File: src/rtl/cv32e40s_instr_obi_responder.sv
// OBI instruction-side responder: grants fetches, queues them in order, reads a
// 1-cycle synchronous memory and returns responses with parity/checksum signals.
module cv32e40s_instr_obi_responder #(
   parameter int unsigned MAX_OUTSTANDING = 2,
   parameter logic [31:0] ADDR_LIMIT      = 32'h0001_0000
) (
   input  logic        clk,
   input  logic        rst,
   input  logic        req_i,
   input  logic        reqpar_i,
   input  logic [31:0] addr_i,
   input  logic [2:0]  prot_i,
   input  logic [1:0]  memtype_i,
   input  logic        dbg_i,
   input  logic [12:0] achk_i,
   output logic        gnt_o,
   output logic        gntpar_o,
   output logic        rvalid_o,
   output logic        rvalidpar_o,
   output logic [31:0] rdata_o,
   output logic        err_o,
   output logic [4:0]  rchk_o,
   input  logic        gnt_stall_i,
   input  logic        resp_stall_i,
   output logic        mem_req_o,
   output logic [29:0] mem_addr_o,
   input  logic [31:0] mem_rdata_i,
   output logic        integrity_err_o,
   output logic        protocol_err_o
);

   localparam int unsigned CW = $clog2(MAX_OUTSTANDING + 1);
   localparam int unsigned PW = (MAX_OUTSTANDING > 1) ? $clog2(MAX_OUTSTANDING) : 1;
   localparam int unsigned AW = 32 + 3 + 2 + 1 + 13;

   logic [29:0]   r_fifoAddr [MAX_OUTSTANDING];
   logic          r_fifoErr  [MAX_OUTSTANDING];
   logic [PW-1:0] r_wrPtr;
   logic [PW-1:0] r_rdPtr;
   logic [CW-1:0] r_occ;
   logic [CW-1:0] r_cnt;
   logic          r_pending;
   logic          r_respErr;
   logic          r_integrityErr;
   logic          r_protocolErr;
   logic          r_stalledReq;
   logic [AW-1:0] r_prevA;

   logic          w_slotFree;
   logic          w_push;
   logic          w_pop;
   logic          w_headErr;
   logic [29:0]   w_headAddr;
   logic [12:0]   w_achkExp;
   logic [AW-1:0] w_curA;
   logic          w_integrityHit;
   logic          w_protocolHit;

   // A response leaving this cycle frees its slot immediately, which keeps
   // grants flowing back-to-back when the pipeline is full.
   assign w_slotFree = (r_cnt < CW'(MAX_OUTSTANDING)) || r_pending;
   assign gnt_o      = req_i && !gnt_stall_i && !rst && w_slotFree;
   assign gntpar_o   = ~gnt_o;
   assign w_push     = gnt_o;

   assign w_headAddr = r_fifoAddr[r_rdPtr];
   assign w_headErr  = r_fifoErr[r_rdPtr];
   assign w_pop      = (r_occ != '0) && !resp_stall_i && !rst;
   assign mem_req_o  = w_pop && !w_headErr;
   assign mem_addr_o = w_pop ? w_headAddr : 30'd0;

   assign rvalid_o    = r_pending;
   assign rvalidpar_o = ~rvalid_o;
   assign err_o       = r_pending && r_respErr;
   assign rdata_o     = (r_pending && !r_respErr) ? mem_rdata_i : 32'd0;
   assign rchk_o      = {err_o, ^rdata_o[31:24], ^rdata_o[23:16], ^rdata_o[15:8], ^rdata_o[7:0]};

   // Bit 5 covers be=4'b1111 and we=0, whose inverted parity is constant 1.
   assign w_achkExp = {4'b0000, ~dbg_i, 1'b0, 1'b0, 1'b1, ~^{prot_i, memtype_i},
                       ^addr_i[31:24], ^addr_i[23:16], ^addr_i[15:8], ^addr_i[7:2]};

   assign w_curA         = {addr_i, prot_i, memtype_i, dbg_i, achk_i};
   assign w_integrityHit = (reqpar_i == req_i) || (req_i && (achk_i != w_achkExp));
   assign w_protocolHit  = r_stalledReq && (!req_i || (w_curA != r_prevA));

   assign integrity_err_o = r_integrityErr;
   assign protocol_err_o  = r_protocolErr;

   always_ff @(posedge clk) begin
      if (w_push) begin
         r_fifoAddr[r_wrPtr] <= addr_i[31:2];
         r_fifoErr[r_wrPtr]  <= (addr_i >= ADDR_LIMIT);
      end
   end

   always_ff @(posedge clk) begin
      if (rst) begin
         r_wrPtr   <= '0;
         r_rdPtr   <= '0;
         r_occ     <= '0;
         r_cnt     <= '0;
         r_pending <= 1'b0;
         r_respErr <= 1'b0;
      end else begin
         if (w_push) begin
            r_wrPtr <= (r_wrPtr == PW'(MAX_OUTSTANDING - 1)) ? '0 : r_wrPtr + PW'(1);
         end
         if (w_pop) begin
            r_rdPtr <= (r_rdPtr == PW'(MAX_OUTSTANDING - 1)) ? '0 : r_rdPtr + PW'(1);
         end
         if (w_push && !w_pop) begin
            r_occ <= r_occ + CW'(1);
         end else if (w_pop && !w_push) begin
            r_occ <= r_occ - CW'(1);
         end
         case ({w_push, r_pending})
            2'b10:   r_cnt <= r_cnt + CW'(1);
            2'b01:   r_cnt <= r_cnt - CW'(1);
            default: r_cnt <= r_cnt;
         endcase
         r_pending <= w_pop;
         r_respErr <= w_pop && w_headErr;
      end
   end

   // Sticky violation monitors; a stalled request must hold its A-channel steady.
   always_ff @(posedge clk) begin
      if (rst) begin
         r_integrityErr <= 1'b0;
         r_protocolErr  <= 1'b0;
         r_stalledReq   <= 1'b0;
         r_prevA        <= '0;
      end else begin
         r_integrityErr <= r_integrityErr || w_integrityHit;
         r_protocolErr  <= r_protocolErr || w_protocolHit;
         r_stalledReq   <= req_i && !gnt_o;
         r_prevA        <= w_curA;
      end
   end

endmodule

File: config.mk
export PLATFORM = sky130hd
export DESIGN_NAME = cv32e40s_instr_obi_responder
export DESIGN_NICKNAME = d
export VERILOG_FILES = /design/src/rtl/cv32e40s_instr_obi_responder.sv
export SDC_FILE = /design/constraint.sdc
export NUM_CORES = 1
export LEC_CHECK = 0
export ABC_AREA = 1
export CAP_MARGIN = 25
export CORE_UTILIZATION = 50
export CTS_CLUSTER_DIAMETER = 50
export CTS_CLUSTER_SIZE = 28
export DETAILED_ROUTE_END_ITERATION = 6
export PLACE_DENSITY = 0.81
export SLEW_MARGIN = 20
export SYNTH_ARGS = -nofsm -noshare
export SYNTH_HDL_FRONTEND = slang
export SYNTH_SLANG_ARGS = --single-unit
File: constraint.sdc
create_clock -name clk -period 3 [get_ports clk]
set_input_delay 0.3 -clock clk [delete_from_list [all_inputs] [get_ports clk]]
set_output_delay 0.3 -clock clk [all_outputs]
set_load 0.005 [all_outputs]
==> Flow_metrics.wiki <==
{| class="wikitable"
! Metric !! Value
|-
| Top cell type's share of synthesized area || 0.282
|-
| CTS tree || done
|-
| Remaining Overflow, GRT || 0
|-
| Input/output buffers || 163
|-
| DRC errors left || 0
|-
| Leading cell types by count after synthesis || 245 x sky130_fd_sc_hd__nand2_1, 116 x sky130_fd_sc_hd__inv_1, 109 x sky130_fd_sc_hd__nor2_1
|-
| Int Pwr || 3.60 mW
|-
| Bufs on Longest Clock Path || 2
|-
| Switching fraction of total power || 0.250
|-
| Number of nets in the layout || 1,100
|-
| Syn_area_per_cell || 8.07 um^2
|-
| Cells taking the most area after synthesis || sky130_fd_sc_hd__edfxtp_1 28%, sky130_fd_sc_hd__dfxtp_1 19%, sky130_fd_sc_hd__nand2_1 14%
|-
| Via count of the first global-routing pass || 5,323
|-
| Req. time, crit path || 2.70 ns
|-
| Transition time of the tightest slew-check pin || 0.629 ns
|-
| Detailed Route WL || 16,900 um
|-
| Number of instances on the worst hold path || 2
|-
| ANT cells || 0
|-
| Post-synthesis instance area || 0.00660 mm^2
|-
| Reg clk slew, reported paths || 0.05 ns
|-
| Sequential share of power || 0.394
|-
| Logic depth of the worst register-to-register path || 10
|-
| Synthesized instance count || 818
|-
| Combined buffer and inverter count along the critical path || 3
|-
| Post-Synth Adder-Cell Area || 0.0398
|-
| Final critical path time including I/O delays and setup || 2.75 ns
|-
| Simple logic cell fraction of the synthesized area || 0.278
|-
| Post-synthesis cell type with the largest combined area || sky130_fd_sc_hd__edfxtp_1
|-
| Number of setup buffers added after CTS || 0
|-
| Pin count of the biggest net entering global routing || 58
|-
| Number of pins exceeding their max-slew limit in the final report || 0
|-
| Fraction of the cycle the final worst path needs || 0.918
|-
| Vertical extent of the die || 117 um
|-
| Fraction of synthesis flops using an asynchronous set or reset pin || 0
|-
| Count of standard-cell rows || 41
|-
| Share of total power in the clock network || 0.447
|-
| Commonest register cell after synthesis || sky130_fd_sc_hd__dfxtp_1
|-
| Yosys warning total || 0
|-
| Unrepaired setup endpoints after global routing || false
|-
| Fraction of final layout cells with drive strength greater than 1 || 0.104
|-
| DRC marker count from the first detailed-route iteration || 396
|-
| Worst min-delay path class || in -> reg
|-
| Insertion delay to the later sink of the worst-skew pair || 0.41 ns
|-
| Post-synthesis register bit count || 125
|-
| Endpoint kind of the worst setup timing path || primary output
|-
| Leakage power summed over all cells || 4.03 nW
|-
| Power per unit of standard cell area || 531 mW/mm^2
|-
| Uppermost layer routed || met4
|-
| Delay of the slowest cell on the worst path || 0.51 ns
|-
| Clock root buffer master || sky130_fd_sc_hd__clkbuf_16
|-
| Level count of the clock H-tree || 4
|-
| Post-DRT Antenna Nets || 0
|-
| Wirelength per Cell || 14.4 um
|-
| Cell type of the slowest stage on the worst timing path || sky130_fd_sc_hd__clkdlybuf4s50_1
|-
| Number of setup violations in the final report || 0
|-
| Syn_nets || 928
|-
| Combinational fraction of design power || 0.159
|-
| Layout overhead on the synthesized area || 36.9%
|-
| Worst clock skew || 0.00853 ns
|-
| Die width || 117 um
|-
| RePlAce Congestion || 0.877
|-
| Drt via density || 4.84
|-
| Most common cell in the netlist || sky130_fd_sc_hd__nand2_1
|-
| Worst-path cell chain || nor2_8, inv_8, buf_4, nor2_4, nor2_1, a21oi_2, xnor2_1, xnor2_1, clkdlybuf4s50_1
|-
| Critical path launch point type || register
|-
| I/O pin cnt || 164
|-
| Worst supply voltage drop on vdd || 294 uV
|-
| Combinational family with the most area after synthesis || simple AND/OR/NAND/NOR gates
|-
| Sw Pwr || 1.20 mW
|-
| Initial Utilization || 0.519
|-
| Quantity of hold-fixing buffers added after cts || 0
|-
| Sink count of the clock tree || 125
|-
| Number of distinct standard cells referenced by the synthesized netlist || 35
|-
| Num CTS Buffers || 17
|-
| Total Neg Setup Slack || 0 ns
|-
| Post-DP HPWL || 12,200 um
|-
| Hold Path Sink || r_rdPtr$_SDFFE_PP0P_
|-
| Max-capacitance violation count || 0
|-
| Placed instance count || 1,143
|-
| CP delay by family, top || buffers and inverters
|-
| Critical path start-end classification || reg -> out
|-
| Met3 Routed Length || 1300 um
|-
| Startpoint of the lowest-slack hold path || rst
|-
| Dominant cell type by count on the critical path || sky130_fd_sc_hd__xnor2_1
|-
| Wire length of the first global-routing pass || 25,900 um
|-
| Worst reg-to-reg setup slack || 0.93 ns
|-
| Max-slew headroom || 0.580
|-
| Initial antenna violation count || 0
|-
| Fraction of synthesized area in multiplexers || 0.00152
|-
| Final Hold Fails || 0
|-
| Achievable Freq || 0.363 GHz
|-
| Core ar. || 0.0127 mm^2
|-
| M1 WL || 6920 um
|-
| Arrival time of data at the critical path endpoint || 2.45 ns
|-
| Non-filler cells, final || 1,174
|-
| Destination of the worst register-to-register timing path || r_occ[1]$_SDFFE_PP0P_
|-
| Post-synthesis share of cell area spent on xor and xnor gates || 0.0550
|-
| Number of enable-type register cells in the synthesized netlist || 62
|-
| Die footprint || 0.0137 mm^2
|-
| All-Layer GR Usage || 0.254
|-
| Compound-Gate Fraction of Synth Area || 0.0542
|-
| Detailed Routing Iterations Pass 1 || 5
|-
| Quantity of gates resized following cts || 0
|-
| Run status || complete, no violations
|-
| Portion of the post-synthesis area used by sequential elements || 0.473
|-
| Maximum fanout count along the critical path || 17
|-
| Total length of routed met2 wires || 8300 um
|-
| Detailed-route via count || 5,681
|-
| Reg-to-Reg Start || r_occ[0]$_SDFFE_PP0P_
|}
-- kinds of logic (layout without fill, tap and decap cells) --
| group | count (synthesis) | in the layout |
|---|---|---|
| flops | 125 | 125 |
| simple gates | 407 | 407 |
| buf+inv | 163 | 347 |
| compound gates | 63 | 63 |
| xor+xnor | 38 | 38 |
| fa+ha+maj | 21 | 21 |
| mux | 1 | 1 |
-- cell usage in the layout (no fill, tap or decap), drive strengths merged --
cell | synthesis | routed
nor3 | 3 | 3
a31oi | 1 | 1
clkbuf | 16 | 17
nand4 | 5 | 5
inv | 144 | 147
clkdlybuf4s50 | 0 | 162
buf | 3 | 10
clkinv | 0 | 4
o21ai | 10 | 10
nand3 | 15 | 15
nor4 | 1 | 1
dfxtp | 63 | 63
xnor2 | 32 | 32
o21bai | 1 | 1
nand3b | 1 | 1
nor2 | 130 | 130
nor3b | 2 | 2
a21oi | 48 | 48
o21a | 1 | 1
o211ai | 1 | 1
o41ai | 1 | 1
xor2 | 6 | 6
nand2 | 245 | 245
bufinv | 0 | 4
or2 | 5 | 5
mux2i | 1 | 1
ha | 21 | 21
edfxtp | 62 | 62
clkinvlp | 0 | 3
-- cell type report --
type                    count  area, um^2
fillers                   965        3680
multi-input cells         530        2830
clock inverters            14         191
well taps                 172         215
inverters                 144         558
repair buffers            172        1690
clock buffers              17         425
flip-flops and latches    125        3120
-- worst max path at each step --
stage / startpoint / endpoint / slack [ns] / depth (start not counted)
finish: r_respErr$_SDFF_PP0_ / rchk_o[2] / 0.25 / 9
global route: r_respErr$_SDFF_PP0_ / rchk_o[1] / 0.05 / 9
CTS: r_respErr$_SDFF_PP0_ / rchk_o[1] / 0.06 / 9
detailed placement: resp_stall_i / mem_addr_o[3] / 0.51 / 7
global placement: resp_stall_i / mem_addr_o[3] / 0.52 / 7
floorplan: rst / r_fifoAddr[1][0]$_DFFE_PP_ / 0.13 / 4
-- flip-flops by register name (all words and copies together) (netlist names), named ones only --
| signal | cells |
|---|---|
| r_rdPtr | 1 |
| r_prevA | 51 |
| r_fifoAddr | 60 |
| r_fifoErr | 2 |
| r_wrPtr | 1 |
| r_respErr | 1 |
| r_occ | 2 |
| protocol_err_o | 1 |
| r_stalledReq | 1 |
| rvalid_o | 1 |
| r_cnt | 2 |
| integrity_err_o | 1 |
-- power by group through the flow --
stage                     Combinational, mW  Sequential [mW]  Clock [mW]
final                                 0.764             1.89        2.15
after global routing                  0.843             1.90        2.24
after CTS                             0.765             1.89        2.16
after detailed placement              0.751             1.92           0
after global placement                0.736             1.92           0
after floorplan                       0.415             1.92           0
-- through the flow --
| stage | cell area, um^2 | hold slack, ns | total power, mW | utilization | worst slack [ns] |
|---|---|---|---|---|---|
| 2_1_floorplan | 6600 | 0.399 | 2.34 | - | 0.128 |
| 3_3_place_gp | 8420 | 0.439 | 2.66 | 0.661 | 0.522 |
| 3_5_place_dp | 8420 | 0.446 | 2.67 | 0.661 | 0.512 |
| 4_1_cts | 9030 | 0.159 | 4.81 | 0.710 | 0.0585 |
| 5_1_grt | 9040 | 0.169 | 4.98 | 0.710 | 0.0463 |
| 6_report | 9040 | 0.177 | 4.80 | 0.710 | 0.246 |
-- per-layer routing --
layer  up-vias  global-route usage
met1      2587               0.313
met5         -                   0
met2       214               0.425
li1       2850                   -
met3        30              0.0639
met4         0               0.109
Power figures use the tool's default switching activity.
